## config.mk

```make
export PLATFORM = sky130hd
export DESIGN_NAME = uart_frame_scheduler
export DESIGN_NICKNAME = d
export VERILOG_FILES = /design/src/rtl/uart_frame_scheduler.sv
export SDC_FILE = /design/constraint.sdc
export NUM_CORES = 1
export LEC_CHECK = 0
export ABC_CLOCK_PERIOD_IN_PS = 3220
export CAP_MARGIN = 20
export CORE_MARGIN = 4
export CORE_UTILIZATION = 45
export DETAILED_ROUTE_END_ITERATION = 16
export HOLD_SLACK_MARGIN = 0.15
export PLACE_DENSITY = 0.78
export SYNTH_ARGS = -nofsm -noshare
export SYNTH_HDL_FRONTEND = slang
export SYNTH_SLANG_ARGS = --single-unit
export TNS_END_PERCENT = 20
```

## constraint.sdc

```tcl
create_clock -name clock -period 3.22 [get_ports clock]
set_input_delay 0.322 -clock clock [delete_from_list [all_inputs] [get_ports clock]]
set_output_delay 0.322 -clock clock [all_outputs]
set_load 0.02 [all_outputs]
```

## src/rtl/uart_frame_scheduler.sv

```systemverilog
// Round-robin arbiter that frames one producer word at a time and feeds the bytes to the UART.
// Define UART_FRAME_CHECKSUM_EN to append an XOR checksum byte (5-byte frame instead of 4).
module uart_frame_scheduler #(
  parameter int         NUM_REQ   = 4,
  parameter logic [7:0] SYNC_BYTE = 8'hA5
) (
  input  logic                   clock,
  input  logic                   reset_n,
  input  logic [NUM_REQ-1:0]     req,
  input  logic [16*NUM_REQ-1:0]  req_data,
  output logic [NUM_REQ-1:0]     req_ack,
  output logic [7:0]             uart_data,
  output logic                   uart_data_rdy,
  input  logic                   uart_tx_busy,
  output logic                   busy,
  output logic [15:0]            frame_cnt
);

  typedef enum logic [1:0] {IDLE, LOAD, WAIT_DONE} state_t;

`ifdef UART_FRAME_CHECKSUM_EN
  localparam logic [2:0] LAST_IDX = 3'd4;
`else
  localparam logic [2:0] LAST_IDX = 3'd3;
`endif

  state_t               state_q;
  logic [2:0]           rr_ptr_q;
  logic [2:0]           id_q;
  logic [15:0]          word_q;
  logic [2:0]           byte_idx_q;
  logic [NUM_REQ-1:0]   req_ack_q;
  logic [7:0]           uart_data_q;
  logic                 uart_data_rdy_q;
  logic [15:0]          frame_cnt_q;
  logic [15:0]          frame_cnt_d;

  logic                 grant_vld;
  logic [2:0]           grant_idx;
  logic [3:0]           cand;
  logic [7:0]           req_pad;
  logic [15:0]          grant_word;
  logic [NUM_REQ-1:0]   grant_oh;

  function automatic logic [7:0] frame_byte(input logic [2:0]  idx,
                                            input logic [2:0]  id,
                                            input logic [15:0] w);
    logic [7:0] b;
    case (idx)
      3'd0:    b = SYNC_BYTE;
      3'd1:    b = {5'b0, id};
      3'd2:    b = w[15:8];
      3'd3:    b = w[7:0];
`ifdef UART_FRAME_CHECKSUM_EN
      default: b = {5'b0, id} ^ w[15:8] ^ w[7:0];
`else
      default: b = 8'h00;
`endif
    endcase
    return b;
  endfunction

  // Search starts one past the last winner, wrapping modulo NUM_REQ; first hit wins.
  always_comb begin
    grant_vld = 1'b0;
    grant_idx = '0;
    cand      = '0;
    req_pad   = 8'(req);
    for (int k = 1; k <= NUM_REQ; k++) begin
      cand = {1'b0, rr_ptr_q} + 4'(k);
      if (cand >= 4'(NUM_REQ))
        cand = cand - 4'(NUM_REQ);
      if (!grant_vld && req_pad[cand[2:0]]) begin
        grant_vld = 1'b1;
        grant_idx = cand[2:0];
      end
    end
  end

  always_comb begin
    grant_word = '0;
    grant_oh   = '0;
    for (int i = 0; i < NUM_REQ; i++) begin
      if (grant_idx == 3'(i)) begin
        grant_word  = req_data[16*i +: 16];
        grant_oh[i] = grant_vld;
      end
    end
  end

  assign frame_cnt_d = frame_cnt_q + 16'd1;

  always_ff @(posedge clock or negedge reset_n) begin
    if (!reset_n) begin
      state_q         <= IDLE;
      rr_ptr_q        <= 3'(NUM_REQ - 1);
      id_q            <= '0;
      word_q          <= '0;
      byte_idx_q      <= '0;
      req_ack_q       <= '0;
      uart_data_q     <= '0;
      uart_data_rdy_q <= 1'b0;
      frame_cnt_q     <= '0;
    end else begin
      req_ack_q <= '0;
      case (state_q)
        IDLE: begin
          if (grant_vld) begin
            req_ack_q       <= grant_oh;
            rr_ptr_q        <= grant_idx;
            id_q            <= grant_idx;
            word_q          <= grant_word;
            byte_idx_q      <= '0;
            uart_data_q     <= frame_byte(3'd0, grant_idx, grant_word);
            uart_data_rdy_q <= 1'b1;
            state_q         <= LOAD;
          end
        end
        // busy seen high means the UART has taken the byte; drop rdy so it cannot relaunch.
        LOAD: begin
          if (uart_tx_busy) begin
            uart_data_rdy_q <= 1'b0;
            state_q         <= WAIT_DONE;
          end
        end
        WAIT_DONE: begin
          if (!uart_tx_busy) begin
            if (byte_idx_q == LAST_IDX) begin
              frame_cnt_q <= frame_cnt_d;
              uart_data_q <= '0;
              state_q     <= IDLE;
            end else begin
              byte_idx_q      <= byte_idx_q + 3'd1;
              uart_data_q     <= frame_byte(byte_idx_q + 3'd1, id_q, word_q);
              uart_data_rdy_q <= 1'b1;
              state_q         <= LOAD;
            end
          end
        end
        default: begin
          uart_data_rdy_q <= 1'b0;
          state_q         <= IDLE;
        end
      endcase
    end
  end

  assign req_ack       = req_ack_q;
  assign uart_data     = uart_data_q;
  assign uart_data_rdy = uart_data_rdy_q;
  assign busy          = (state_q != IDLE);
  assign frame_cnt     = frame_cnt_q;

endmodule

```

After elaboration in Yosys (flattened, before gate mapping)
Cells that the tools add are included.

Add/subtract/negate cells: 10. Magnitude comparators: 8. Eq/ne operators: 13. Mux-type cells: 49. Bitwise gates (word level): 1. Reduce and logical (&&, ||, !) cells: 17.

Operators by type and width (count): 16-bit 2-to-1 mux (4); 3-bit 2-to-1 mux (11); 8-bit one-hot mux with 4 select lines (1); 8-bit 2-to-1 mux (3); 1-bit 2-to-1 mux (17); 16-bit by 1-bit adder with 16-bit output (second input constant) (1); 4-bit by 3-bit greater-or-equal comparator with 1-bit output (second input constant) (4); 3-bit by 4-bit < comparator with 1-bit output (second input constant) (4); 8-bit one-hot mux with 2 select lines (1); 3-bit by 2-bit == test with 1-bit output (second input constant) (5); 1-bit binary-select mux with 3-bit select (4); 3-bit subtractor (second input constant) (4); 3-bit AND reduction (3); 3-bit by 2-bit adder with 4-bit output (second input constant) (2); 4-bit 2-to-1 mux (2); 2-bit inequality test (second input constant) (4); 4-bit AND reduction (2); 3-bit by 1-bit == test with 1-bit output (second input constant) (2); 3-bit zero test (2); 2-bit 2-to-1 mux (3); 2-bit one-hot mux with 3 select lines (1); 3-bit one-hot mux with 2 select lines (1); 3-bit by 1-bit adder with 4-bit output (second input constant) (1); 3-bit by 3-bit adder with 4-bit output (second input constant) (1); other kinds (10) (15).

Bits in registers: 56. Output and inout port bits: 30. Logic and storage cells: 107.

Logic depth before layout (Yosys ltp)
Depth after elaboration: 20. Gate-level depth with buffers: 12.

Worst setup path before layout
Ideal clock, no wire load.

Kind: register to register. From: register rr_ptr_q[1]. To: register word_q[5]. Setup time: 0.132 ns. Data arrival time: 2.796 ns. Data required time: 3.088 ns. Path slack: 0.292 ns. Cell stages (with the launch flop): 12. Period minus slack after synthesis: 2.928 ns. Cells stage by stage: dfstp_2 -> clkbuf_1 -> inv_1 -> ha_1 -> clkbuf_1 -> mux4_2 -> o311ai_2 -> and3_1 -> buf_6 -> buf_8 -> mux2i_1 -> o221ai_2.

Word-level cells in the longest chain between the ends: 20. Elaborated cells on any way between the ends: 47. Classes of those cells: 8 x add/sub; 4 x order compare; 3 x eq/ne; 24 x mux; 8 x reduce/logical.

RTL lines: start, declared (RTL line 28) `logic [2:0] rr_ptr_q;`; start signal, assigned (RTL line 96) `rr_ptr_q <= 3'(NUM_REQ - 1);`; start signal, assigned (RTL line 110) `rr_ptr_q <= grant_idx;`; 3-bit by 1-bit adder with 4-bit output (RTL line 70) `cand = {1'b0, rr_ptr_q} + 4'(k);`; 4-bit by 3-bit greater-or-equal comparator with 1-bit output or 3-bit subtractor (tied branches) (RTL line 71, 72); 3-bit 2-to-1 mux (RTL line 71) `if (cand >= 4'(NUM_REQ))`; 1-bit binary-select mux with 3-bit select (RTL line 73) `if (!grant_vld && req_pad[cand[2:0]]) begin`; 1-bit 2-to-1 mux (implied by the code) (RTL line 73); 1-bit 2-to-1 mux (RTL line 73); 1-bit zero test (RTL line 73); 1-bit logical AND (RTL line 73); 1-bit 2-to-1 mux (RTL line 73); 1-bit zero test (RTL line 73); 1-bit logical AND (RTL line 73); 1-bit 2-to-1 mux (RTL line 73); 1-bit zero test (RTL line 73); 1-bit logical AND (RTL line 73); 3-bit 2-to-1 mux (RTL line 73); 3-bit zero test (RTL line 84) `if (grant_idx == 3'(i)) begin`; 16-bit 2-to-1 mux (4 in series) (RTL line 84); end signal, assigned (RTL line 112) `word_q <= grant_word;`; end, declared (RTL line 30) `logic [15:0] word_q;`.

Several ways; a longest one is shown, not always the timed one. The select of a mux whose other input is x is not followed. A chain may end at the register's enable or synchronous reset.

Worst setup path after layout
From: register rr_ptr_q[1]. To: register word_q[9].

Same word-level chain as after synthesis.

==> flow_summary_export.csv <==
group,metric,value,unit
timing,report.final.slew_viol_count,0,
placement,portBuffers,100,
power,leakagePower,1.869,nW
logic_synthesis,synthMuxAreaShare,15.63,%
critical_path,startpoint_type,"register",
global_routing,grt_util_all_layers,19.66,%
route,wl_per_cell,16.31,um
critical_path,crit_type,"reg -> reg",
logic_synthesis,synth-compound-area-share,15.63,%
timing,setup_violations,0,
route,routed_wl,7.990,mm
placement,routabilityCongestion,0.8707,
clock_tree,cts_tree,"yes",
layout,final_common_cell,"clkdlybuf4s50_1",
timing,min_period,2.928,ns
layout,n_antenna_cell,0,
route,firstDrtPassIters,4,
timing,rsz0062_at_grt,"no",
global_routing,grt_pass1_vias,2668,
clock_tree,h-tree-depth,2,
global_routing,grt_pass1_wl,13.46,mm
die,dieArea,8470,um2
logic_synthesis,synthSimpleGateAreaFrac,12.52,%
logic_synthesis,synthArstFlopShare,100.0,%
timing,holdWs,0.4822,ns
global_routing,grt_max_degree,47,
layout,post_route_cells_drive_above_1_share,9.645,%
placement,dp.cells,480,
timing,fin_skew,0.01560,ns
route,vias,2654,
layout,area_delta_synth_final,37.05,%
clock_tree,numCtsBuffers,5,
clock_tree,insertion_delay,0.31,ns
logic_synthesis,syn_area_per_cell,10.85,um2
route,remaining_drc_errors,0,
timing,fin_crit_sh,90.94,%
logic_synthesis,syn_nets,373,
route,drt-initial-drc-count,135,
logic_synthesis,synth-edff-count,0,
global_routing,antenna_found_initial,0,
power,ir_worst_vdd,569.2,uV
die,fp.dieH,92.04,um
clock_tree,ctsHoldBuffers,0,
clock_tree,cts_num_sinks,55,
die,io_pins,101,
clock_tree,cts_root_buf,"clkbuf_8",
global_routing,grt_overflow,0,
clock_tree,clkTransAtPathRegs,0.11,ns
layout,final_cell_mix,"clkdlybuf4s50_1, dfrtp_1, mux2i_1",
logic_synthesis,synth_ff_type,"dfrtp_1",
timing,relSlewSlack,65.98,%
timing,hold_violations,0,
logic_synthesis,synth_top_family_by_area,"compound AO/OA/AOI/OAI gates",
logic_synthesis,synth-xor-area-share,4.134,%
placement,place_ws,0.2986,ns
timing,tightest_slew,0.5080,ns
logic_synthesis,ys_seq_area_share,43.39,%
die,rows,30,
logic_synthesis,synth_cells,293,
placement,dp_hpwl,6.178,mm
layout,fillerInstances,570,
logic_synthesis,synth.distinct_cells,56,
logic_synthesis,ys_seq_elements,55,
die,initial_core_util,46.52,%
critical_path,endpoint_kind,"register",
critical_path,crit_arrival,3.11,ns
power,power,3.652,mW
logic_synthesis,syn_area,3178,um2
clock_tree,ctsResizeCount,0,
clock_tree,cts_buffer_depth,2,
logic_synthesis,ys_warn_count,0,
flow_run,drv_cap,0,
critical_path,cp_max_fo,34,
run_status,status,"completed",
die,core,6832,um2
route,final_antenna_net_count,0,
layout,finalNetCount,473,
layout,finalNonFillerCells,490,
route,vias_per_cell,5.416,
timing,setup_ws,0.2918,ns
logic_synthesis,synth_fa_ha_area_share,3.543,%
hold_path,hold_class,"in -> async",
critical_path,worstPathRequired,3.40,ns
timing,max_freq,341.5,MHz
die,die_w,92.04,um
power,power.density,838.4,nW/um2
timing,fin_tns_setup,0,ns
clock_tree,cts_setup_buffers,0,
Yosys cell counts (2+ instances only):
cell type  instances  share of area [%]
xnor2_1           10                2.8
a22oi_1            5                1.2
buf_6              2               0.71
inv_1             10                1.2
o221ai_1          12                3.3
clkbuf_1           6               0.71
a21oi_1            7                1.1
o21ai_0            8                1.3
nor2b_1            3               0.59
buf_12             2                1.3
and3_1             4               0.79
dfrtp_1           53                 42
dfstp_2            2                1.7
buf_2              2               0.31
nand2b_1           4               0.79
a221oi_1           2               0.55
o221ai_2           4                1.9
nand2_1           32                3.8
xor2_1             5                1.4
ha_1               9                3.5
mux2_2             6                2.1
mux2i_1           35                 11
o21ai_1            2               0.31
and2_1             2               0.39
nor2_1            10                1.2
o22ai_1            2               0.39
nor3_1             6               0.94
nand4_1            8                1.6
nand3_1            7                1.1
a21o_1             2               0.47
mux4_2             3                2.1
o31ai_1            4               0.94
state kept, by name (all words and copies together) (netlist names):
signal         cells
state_q            2
uart_data_rdy      1
word_q            16
rr_ptr_q           3
id_q               2
req_ack            4
byte_idx_q         3
uart_data          8
frame_cnt         16
layout make-up:
cell class / count / area (um2) / share of cell area [%]
Tap cell: 96 / 120.1 / 2.758
Inverter: 11 / 41.29 / 0.9480
Clock inverter: 1 / 8.758 / 0.2011
Sequential cell: 55 / 1379 / 31.66
Multi-Input combinational cell: 212 / 1637 / 37.58
Timing Repair Buffer: 108 / 1084 / 24.88
Clock buffer: 7 / 86.33 / 1.982
where the power goes:
group	internal (mW)	switching [mW]	total, mW
clock network	0.177	0.224	0.401
logic	1.02	1.15	2.18
registers	0.910	0.164	1.07
total	2.11	1.54	3.65
per-stage QoR:
stage               utilization, %  instance area (um2)
finish                       63.75                 4355
global placement             61.92                 4230
CTS                          63.32                 4325
floorplan                        -                 3178
detailed placement           61.92                 4230
global route                 63.75                 4355
logic make-up after synthesis:
kind of cell	after synthesis
compound gates	62
flops	55
buf+inv	26
xor+xnor	15
fa+ha+maj	9
mux	45
simple gates	81
critical path: stages, from the launching register on:
cell      delay, ns
dfstp_2        0.64
inv_1          0.08
ha_1           0.41
mux4_2         0.39
o311ai_2       0.30
and3_2         0.25
buf_12         0.23
mux2i_1        0.32
o221ai_1       0.16
worst paths after layout:
kind | startpoint | to | slack, ns | cells after the start
worst max-delay path | rr_ptr_q[1]$_DFFE_PN1P_ | word_q[9]$_DFFE_PN0P_ | 0.29 | 8
worst min-delay path | reset_n | word_q[5]$_DFFE_PN0P_ | 0.48 | 2
worst max register to register | rr_ptr_q[1]$_DFFE_PN1P_ | word_q[9]$_DFFE_PN0P_ | 0.29 | 8
worst min register to register | frame_cnt[15]$_DFFE_PN0P_ | frame_cnt[15]$_DFFE_PN0P_ | 0.48 | 1
max in group asynchronous | reset_n | rr_ptr_q[1]$_DFFE_PN1P_ | 1.93 | 4
min in group clock | frame_cnt[15]$_DFFE_PN0P_ | frame_cnt[15]$_DFFE_PN0P_ | 0.48 | 1
layer usage:
layer,GRT usage [%],share of wire (%),vias to the layer above
met5,0,0,-
met4,4.827,1.1,0
met3,4.184,6.1,9
met2,32.85,49,75
met1,26.11,43,1284
li1,-,-,1286
Note: power is estimated with default switching activity, not from simulation.
